### src/rtl/hazard_ctrl.sv
// hazard_ctrl: stall/flush/replay control for the 5-stage pipeline.
// Combines bus wait states, EX redirects and load-use dependencies into
// IF/ID select, PC enable and ID/EX bubble controls, plus a bus-stall
// watchdog and three performance counters.
module hazard_ctrl #(
  parameter int TIMEOUT = 1024
) (
  input  logic        clk,
  input  logic        rst,
  input  logic        im_wait,
  input  logic        dm_wait,
  input  logic        ex_mem_read,
  input  logic [4:0]  ex_rd,
  input  logic [4:0]  id_rs1,
  input  logic [4:0]  id_rs2,
  input  logic        id_use_rs1,
  input  logic        id_use_rs2,
  input  logic        ex_redirect,
  output logic [1:0]  bus_stall,
  output logic [1:0]  instr_sel,
  output logic        load_use,
  output logic        pc_en,
  output logic        id_ex_bubble,
  output logic        bus_timeout,
  output logic [31:0] cnt_lu,
  output logic [31:0] cnt_flush,
  output logic [31:0] cnt_bus
);

  typedef enum logic {RUN, REPLAY} state_t;

  localparam logic [1:0]  SEL_PASS   = 2'b00;
  localparam logic [1:0]  SEL_REPLAY = 2'b01;
  localparam logic [1:0]  SEL_NOP    = 2'b10;
  localparam logic [15:0] TO_LAST    = 16'(TIMEOUT - 1);

  state_t      state, state_nx;
  logic        bs, hz;
  logic [15:0] stall_cnt;

  assign bs        = im_wait | dm_wait;
  assign bus_stall = {dm_wait, im_wait};
  assign hz        = ex_mem_read && (ex_rd != 5'd0) &&
                     ((id_use_rs1 && (id_rs1 == ex_rd)) ||
                      (id_use_rs2 && (id_rs2 == ex_rd)));

  // State register; reset drops any pending replay.
  always_ff @(posedge clk or posedge rst) begin
    if (rst) state <= RUN;
    else     state <= state_nx;
  end

  // Next state and control outputs. Priority: bus stall > redirect > load-use.
  always_comb begin
    state_nx     = state;
    instr_sel    = SEL_PASS;
    load_use     = 1'b0;
    id_ex_bubble = 1'b0;
    pc_en        = 1'b0;
    if (rst) begin
      pc_en    = !bs;
      state_nx = RUN;
    end else begin
      case (state)
        RUN: begin
          if (bs) begin
            // whole pipeline frozen
          end else if (ex_redirect) begin
            instr_sel    = SEL_NOP;
            id_ex_bubble = 1'b1;
            pc_en        = 1'b1;
          end else if (hz) begin
            load_use     = 1'b1;
            id_ex_bubble = 1'b1;
            state_nx     = REPLAY;
          end else begin
            pc_en = 1'b1;
          end
        end
        REPLAY: begin
          // the held instruction is re-issued; hz is the same load, ignore it
          instr_sel = SEL_REPLAY;
          if (bs) begin
            // keep replaying until the bus frees up
          end else if (ex_redirect) begin
            instr_sel    = SEL_NOP;
            id_ex_bubble = 1'b1;
            pc_en        = 1'b1;
            state_nx     = RUN;
          end else begin
            pc_en    = 1'b1;
            state_nx = RUN;
          end
        end
      endcase
    end
  end

  // Watchdog: count consecutive bus-stall cycles, saturating so it never wraps.
  always_ff @(posedge clk or posedge rst) begin
    if (rst)                      stall_cnt <= 16'd0;
    else if (!bs)                 stall_cnt <= 16'd0;
    else if (stall_cnt != 16'hFFFF) stall_cnt <= stall_cnt + 16'd1;
  end

  // Sticky timeout flag, cleared only by reset.
  always_ff @(posedge clk or posedge rst) begin
    if (rst)                             bus_timeout <= 1'b0;
    else if (bs && (stall_cnt == TO_LAST)) bus_timeout <= 1'b1;
  end

  // Performance counters, wrapping modulo 2^32.
  always_ff @(posedge clk or posedge rst) begin
    if (rst) begin
      cnt_lu    <= 32'd0;
      cnt_flush <= 32'd0;
      cnt_bus   <= 32'd0;
    end else begin
      if (load_use)             cnt_lu    <= cnt_lu + 32'd1;
      if (instr_sel == SEL_NOP) cnt_flush <= cnt_flush + 32'd1;
      if (bs)                   cnt_bus   <= cnt_bus + 32'd1;
    end
  end

endmodule

### config.mk
export PLATFORM = sky130hd
export DESIGN_NAME = hazard_ctrl
export DESIGN_NICKNAME = d
export VERILOG_FILES = /design/src/rtl/hazard_ctrl.sv
export SDC_FILE = /design/constraint.sdc
export NUM_CORES = 1
export LEC_CHECK = 0
export CORE_MARGIN = 5
export CORE_UTILIZATION = 30
export CTS_CLUSTER_DIAMETER = 40
export DETAILED_ROUTE_END_ITERATION = 10
export GPL_TIMING_DRIVEN = 0
export MAX_ROUTING_LAYER = met4
export PLACE_DENSITY = 0.58
export SYNTH_ARGS = -nofsm -noshare
export SYNTH_HDL_FRONTEND = slang
export SYNTH_SLANG_ARGS = --single-unit
### constraint.sdc
create_clock -name clk -period 15.3 [get_ports clk]
set_clock_uncertainty 0.05 [all_clocks]
set_input_delay 3.825 -clock clk [delete_from_list [all_inputs] [get_ports clk]]
set_output_delay 3.825 -clock clk [all_outputs]
set_load 0.02 [all_outputs]
==> metrics.md, run 1 <==
| Metric | Value |
|---|---|
| Post-CTS setup repair buffer count | 0 |
| CTS tree | yes |
| Total CTS buffers | 17 |
| Final worst path period share | 0.680 |
| Cell count after synthesis | 496 |
| Final Instance Count excl. Fillers | 883 |
| CP max stage cell | clkdlybuf4s50_1 |
| DR DRC count | 0 |
| Die Area | 20900 µm² |
| Max frequency | 96.1 MHz |
| Clock transition time at the flip-flop clock pins of the worst setup and hold paths | 0.05 ns |
| Drt via density | 4.71 |
| Largest driver fanout on the critical path | 6 |
| Setup Total Neg Slack | 0 ns |
| Synthesized area per cell | 11.0 µm² |
| Critical path launch point type | input pin |
| Drt total wl | 12900 µm |
| Later-pin clock latency in the skew report | 0.40 ns |
| Post-CTS Hold Fix Bufs | 0 |
| Cell Rows | 49 |
| Count of endpoints failing hold in the final timing report | 0 |
| Initial Utilization | 0.304 |
| Number of vias in the routed layout | 4158 |
| WP data arrival | 6.53 ns |
| Ant. Diodes | 0 |
| Routed Antenna Nets | 0 |
| Vias in the first global route | 4239 |
| Total buffers and inverters traversed by the critical path | 2 |
| Total placed cells including tap cells | 852 |
| Average wire length per cell after detail routing | 14.6 µm |
| Commonest cells after routing, fill and taps aside | clkdlybuf4s50_1, dfrtp_1, xnor2_1 |
| Buffer depth of the longest clock path | 2 |
| Clock sink count | 114 |
| Leakage power summed over all cells | 3.31 nW |
| Proportion of netlist area held by the largest area contributor | 0.524 |
| Number of DRC markers in iteration 0 | 161 |
| Largest net degree at the start of global routing | 69 |
| Flip-flop and latch count after synthesis | 114 |
| Delay of the slowest critical-path stage | 0.62 ns |
| Run status | finished, final reports clean |
| Global-route wire length before repair | 21400 µm |
| Pins Over Slew Limit | 0 |
| Most area-consuming cells after synthesis | dfrtp_1, xnor2_1, xor2_1 |
| Maximum vdd ir drop | 0.0757 mV |
| Delay-heaviest family, CP | buffers and inverters |
| Slew headroom | 0.529 |
| Synthesized Nets | 523 |
| Core box area | 17900 µm² |
| Sequential element share of the synthesized area | 0.524 |
| Cells resized by post-CTS repair | 0 |
| Kind of end point of the critical path | output pin |
| Most common cell after layout, fill and taps aside | clkdlybuf4s50_1 |
| Sequential cell area in the final layout | 2850 µm² |
| Total overflow reported by the global router | 0 |
| Overall fraction of global-route tracks in use | 0.132 |
| Library cell appearing most often on the critical path | clkdlybuf4s50_1 |
| Area of the mapped netlist | 5440 µm² |
| Die Span Y | 145 µm |
| I/O Pins | 127 |
| Number of endpoints failing setup at the final stage | 0 |
| Setup repair after global routing missed its margin | no |
| Power per cell area | 111 nW/µm² |
| Gpl congestion | 0.815 |
| Number of distinct standard cells referenced by the synthesized netlist | 52 |
| Final critical path time including I/O delays and setup | 10.41 ns |
| Required time at the endpoint of the critical path | 11.43 ns |
| Post-Place Cell Area | 7020 µm² |
| Number of warnings reported in the yosys synthesis log | 0 |
| Detailed-router iteration count before antenna repair | 4 |
| Hold WS | 0.424 ns |
| Number of max-cap violations | 0 |
| EDFF count, synth | 0 |
| Transition time at the pin with the least slew margin | 0.704 ns |
| Proportion of layout cells with a drive suffix above 1 | 0.0994 |
| Cell-by-cell trace of the critical path | clkdlybuf4s50_1 > xor2_1 > nor4_1 > nand2_1 > a21oi_1 > a22oi_1 > nor2_1 > clkdlybuf4s50_1 |
| Number of I/O port buffers | 126 |
| Detailed placer's ending HPWL | 9620 µm |
| Chip width | 145 µm |
| FFs w/ async S/R, synth | 1.00 |
| Area Overhead vs Synth | 39.8% |
| Number of H-tree levels | 4 |
| Cell area after layout | 7600 µm² |
| Number of antenna violations at the first check in global routing | 0 |
| Final nets | 669 |
| Area of combinational cells with multiple inputs | 2480 µm² |
| Worst hold path type | flop to flop |
| Library cell occupying the most area in the post-synthesis netlist | dfrtp_1 |
| Number of inserted filler cells in the final layout | 1689 |
| Most used flip-flop cell after synthesis | dfrtp_1 |
| Critical path type | input pin to output pin |
| Clock root cell | clkbuf_16 |
-- worst reg2reg max path, cell delays in order (launching register included) --
cell,delay [ns]
dfrtp_1,0.43
ha_1,0.19
o2111ai_1,0.24
nor3_2,0.42
nand3_1,0.17
nor2_1,0.29
nand4_1,0.15
xnor2_1,0.15
-- metal layers --
layer / up-vias / global-route usage / wire length [µm]
met5: - / - / 0
met4: 0 / 0.0461 / 233
met3: 19 / 0.0342 / 491
met2: 82 / 0.201 / 6150
met1: 2048 / 0.172 / 6060
li1: 2009 / - / -
-- power by group --
| group | total (mW) | internal (mW) | switching (mW) |
|---|---|---|---|
| Sequential | 0.346 | 0.320 | 0.0262 |
| Combinational | 0.104 | 0.0511 | 0.0534 |
| Clock | 0.394 | 0.258 | 0.137 |
| Total | 0.845 | 0.629 | 0.217 |
-- sequential cells by signal, indices dropped and copies added (netlist names) --
name	cells
cnt_flush	32
stall_cnt	16
state	1
cnt_bus	32
bus_timeout	1
cnt_lu	32
-- synthesized netlist by cell type (2+ instances only) --
cell type and count:
a21oi_1 5, a22oi_1 2, a31oi_1 2, and2_1 3, and3_1 23, and4_1 5, buf_4 3, buf_6 2
clkbuf_1 8, dfrtp_1 114, ha_1 4, inv_1 8, mux2_2 2, nand2_1 49, nand2b_1 2, nand3_1 29
nand4_1 31, nand4_2 3, nor2_1 40, nor2_2 4, nor2_4 2, nor3_1 6, nor4_1 3, nor4_2 5
nor4b_2 2, or4_1 2, xnor2_1 74, xor2_1 39
-- final cells by class --
type / count / share of cell area
clock inverters: 11 / 0.0181
repair buffers: 127 / 0.169
multi-input cells: 361 / 0.326
well taps: 229 / 0.0377
plain buffers: 13 / 0.00987
flip-flops and latches: 114 / 0.375
clock buffers: 20 / 0.0587
inverters: 8 / 0.00461
-- final timing paths --
| path | start | end | slack [ns] | depth (start not counted) |
|---|---|---|---|---|
| hold reg to reg | cnt_bus[31] | cnt_bus[31] | 0.42 | 1 |
| min in group asynchronous | rst | cnt_lu[23] | 3.97 | 2 |
| max in group asynchronous | rst | cnt_flush[18] | 10.52 | 3 |
| setup / recovery | ex_rd[4] | id_ex_bubble | 4.90 | 8 |
| setup reg to reg | cnt_bus[0] | cnt_bus[30] | 13.09 | 7 |
| hold / removal | cnt_bus[31] | cnt_bus[31] | 0.42 | 1 |
-- metrics by stage --
step                setup slack, ns   util  power [mW]
floorplan                      4.55      -       0.404
global placement               2.41  0.390       0.453
detailed placement             4.89  0.392       0.458
CTS                            4.89  0.425       0.857
global route                   4.69  0.425       0.885
finish                         4.90  0.425       0.845
-- cell families after synthesis --
kind of cell / Yosys count / synth area share
and+or+nand+nor: 222 / 0.235
xor gates and xnor gates: 113 / 0.182
DFF: 114 / 0.524
buffers and inverters: 21 / 0.0193
adders and majority gates: 4 / 0.00920
muxes: 2 / 0.00414
AOI/OAI and AO/OA: 20 / 0.0260
Note: power is estimated with default switching activity, not from simulation.
==> run 2: changes to the inputs <==
clock period = 10.3 ns   (was 15.3 ns; I/O delays follow)
==> results of run 2 <==
Same layout as run 1 (identical final DEF). Status: finished, final reports clean.
Among the figures that moved: setup slack after placement 4.89 ns -> 2.39 ns; setup slack after layout 4.90 ns -> 2.40 ns; register-to-register setup slack 13.09 ns -> 8.09 ns; total power 0.845 mW -> 1.26 mW; worst IR drop on VDD 0.0757 mV -> 0.113 mV
==> run 3: changes to the inputs <==
clock period = 7.7 ns   (was 10.3 ns; I/O delays follow)
==> results of run 3 <==
Same layout as run 1 (identical final DEF). Status: finished, final reports clean.
Among the figures that moved: setup slack after placement 4.89 ns -> 1.09 ns; setup slack after layout 4.90 ns -> 1.10 ns; register-to-register setup slack 13.09 ns -> 5.49 ns; total power 0.845 mW -> 1.68 mW; worst IR drop on VDD 0.0757 mV -> 0.151 mV
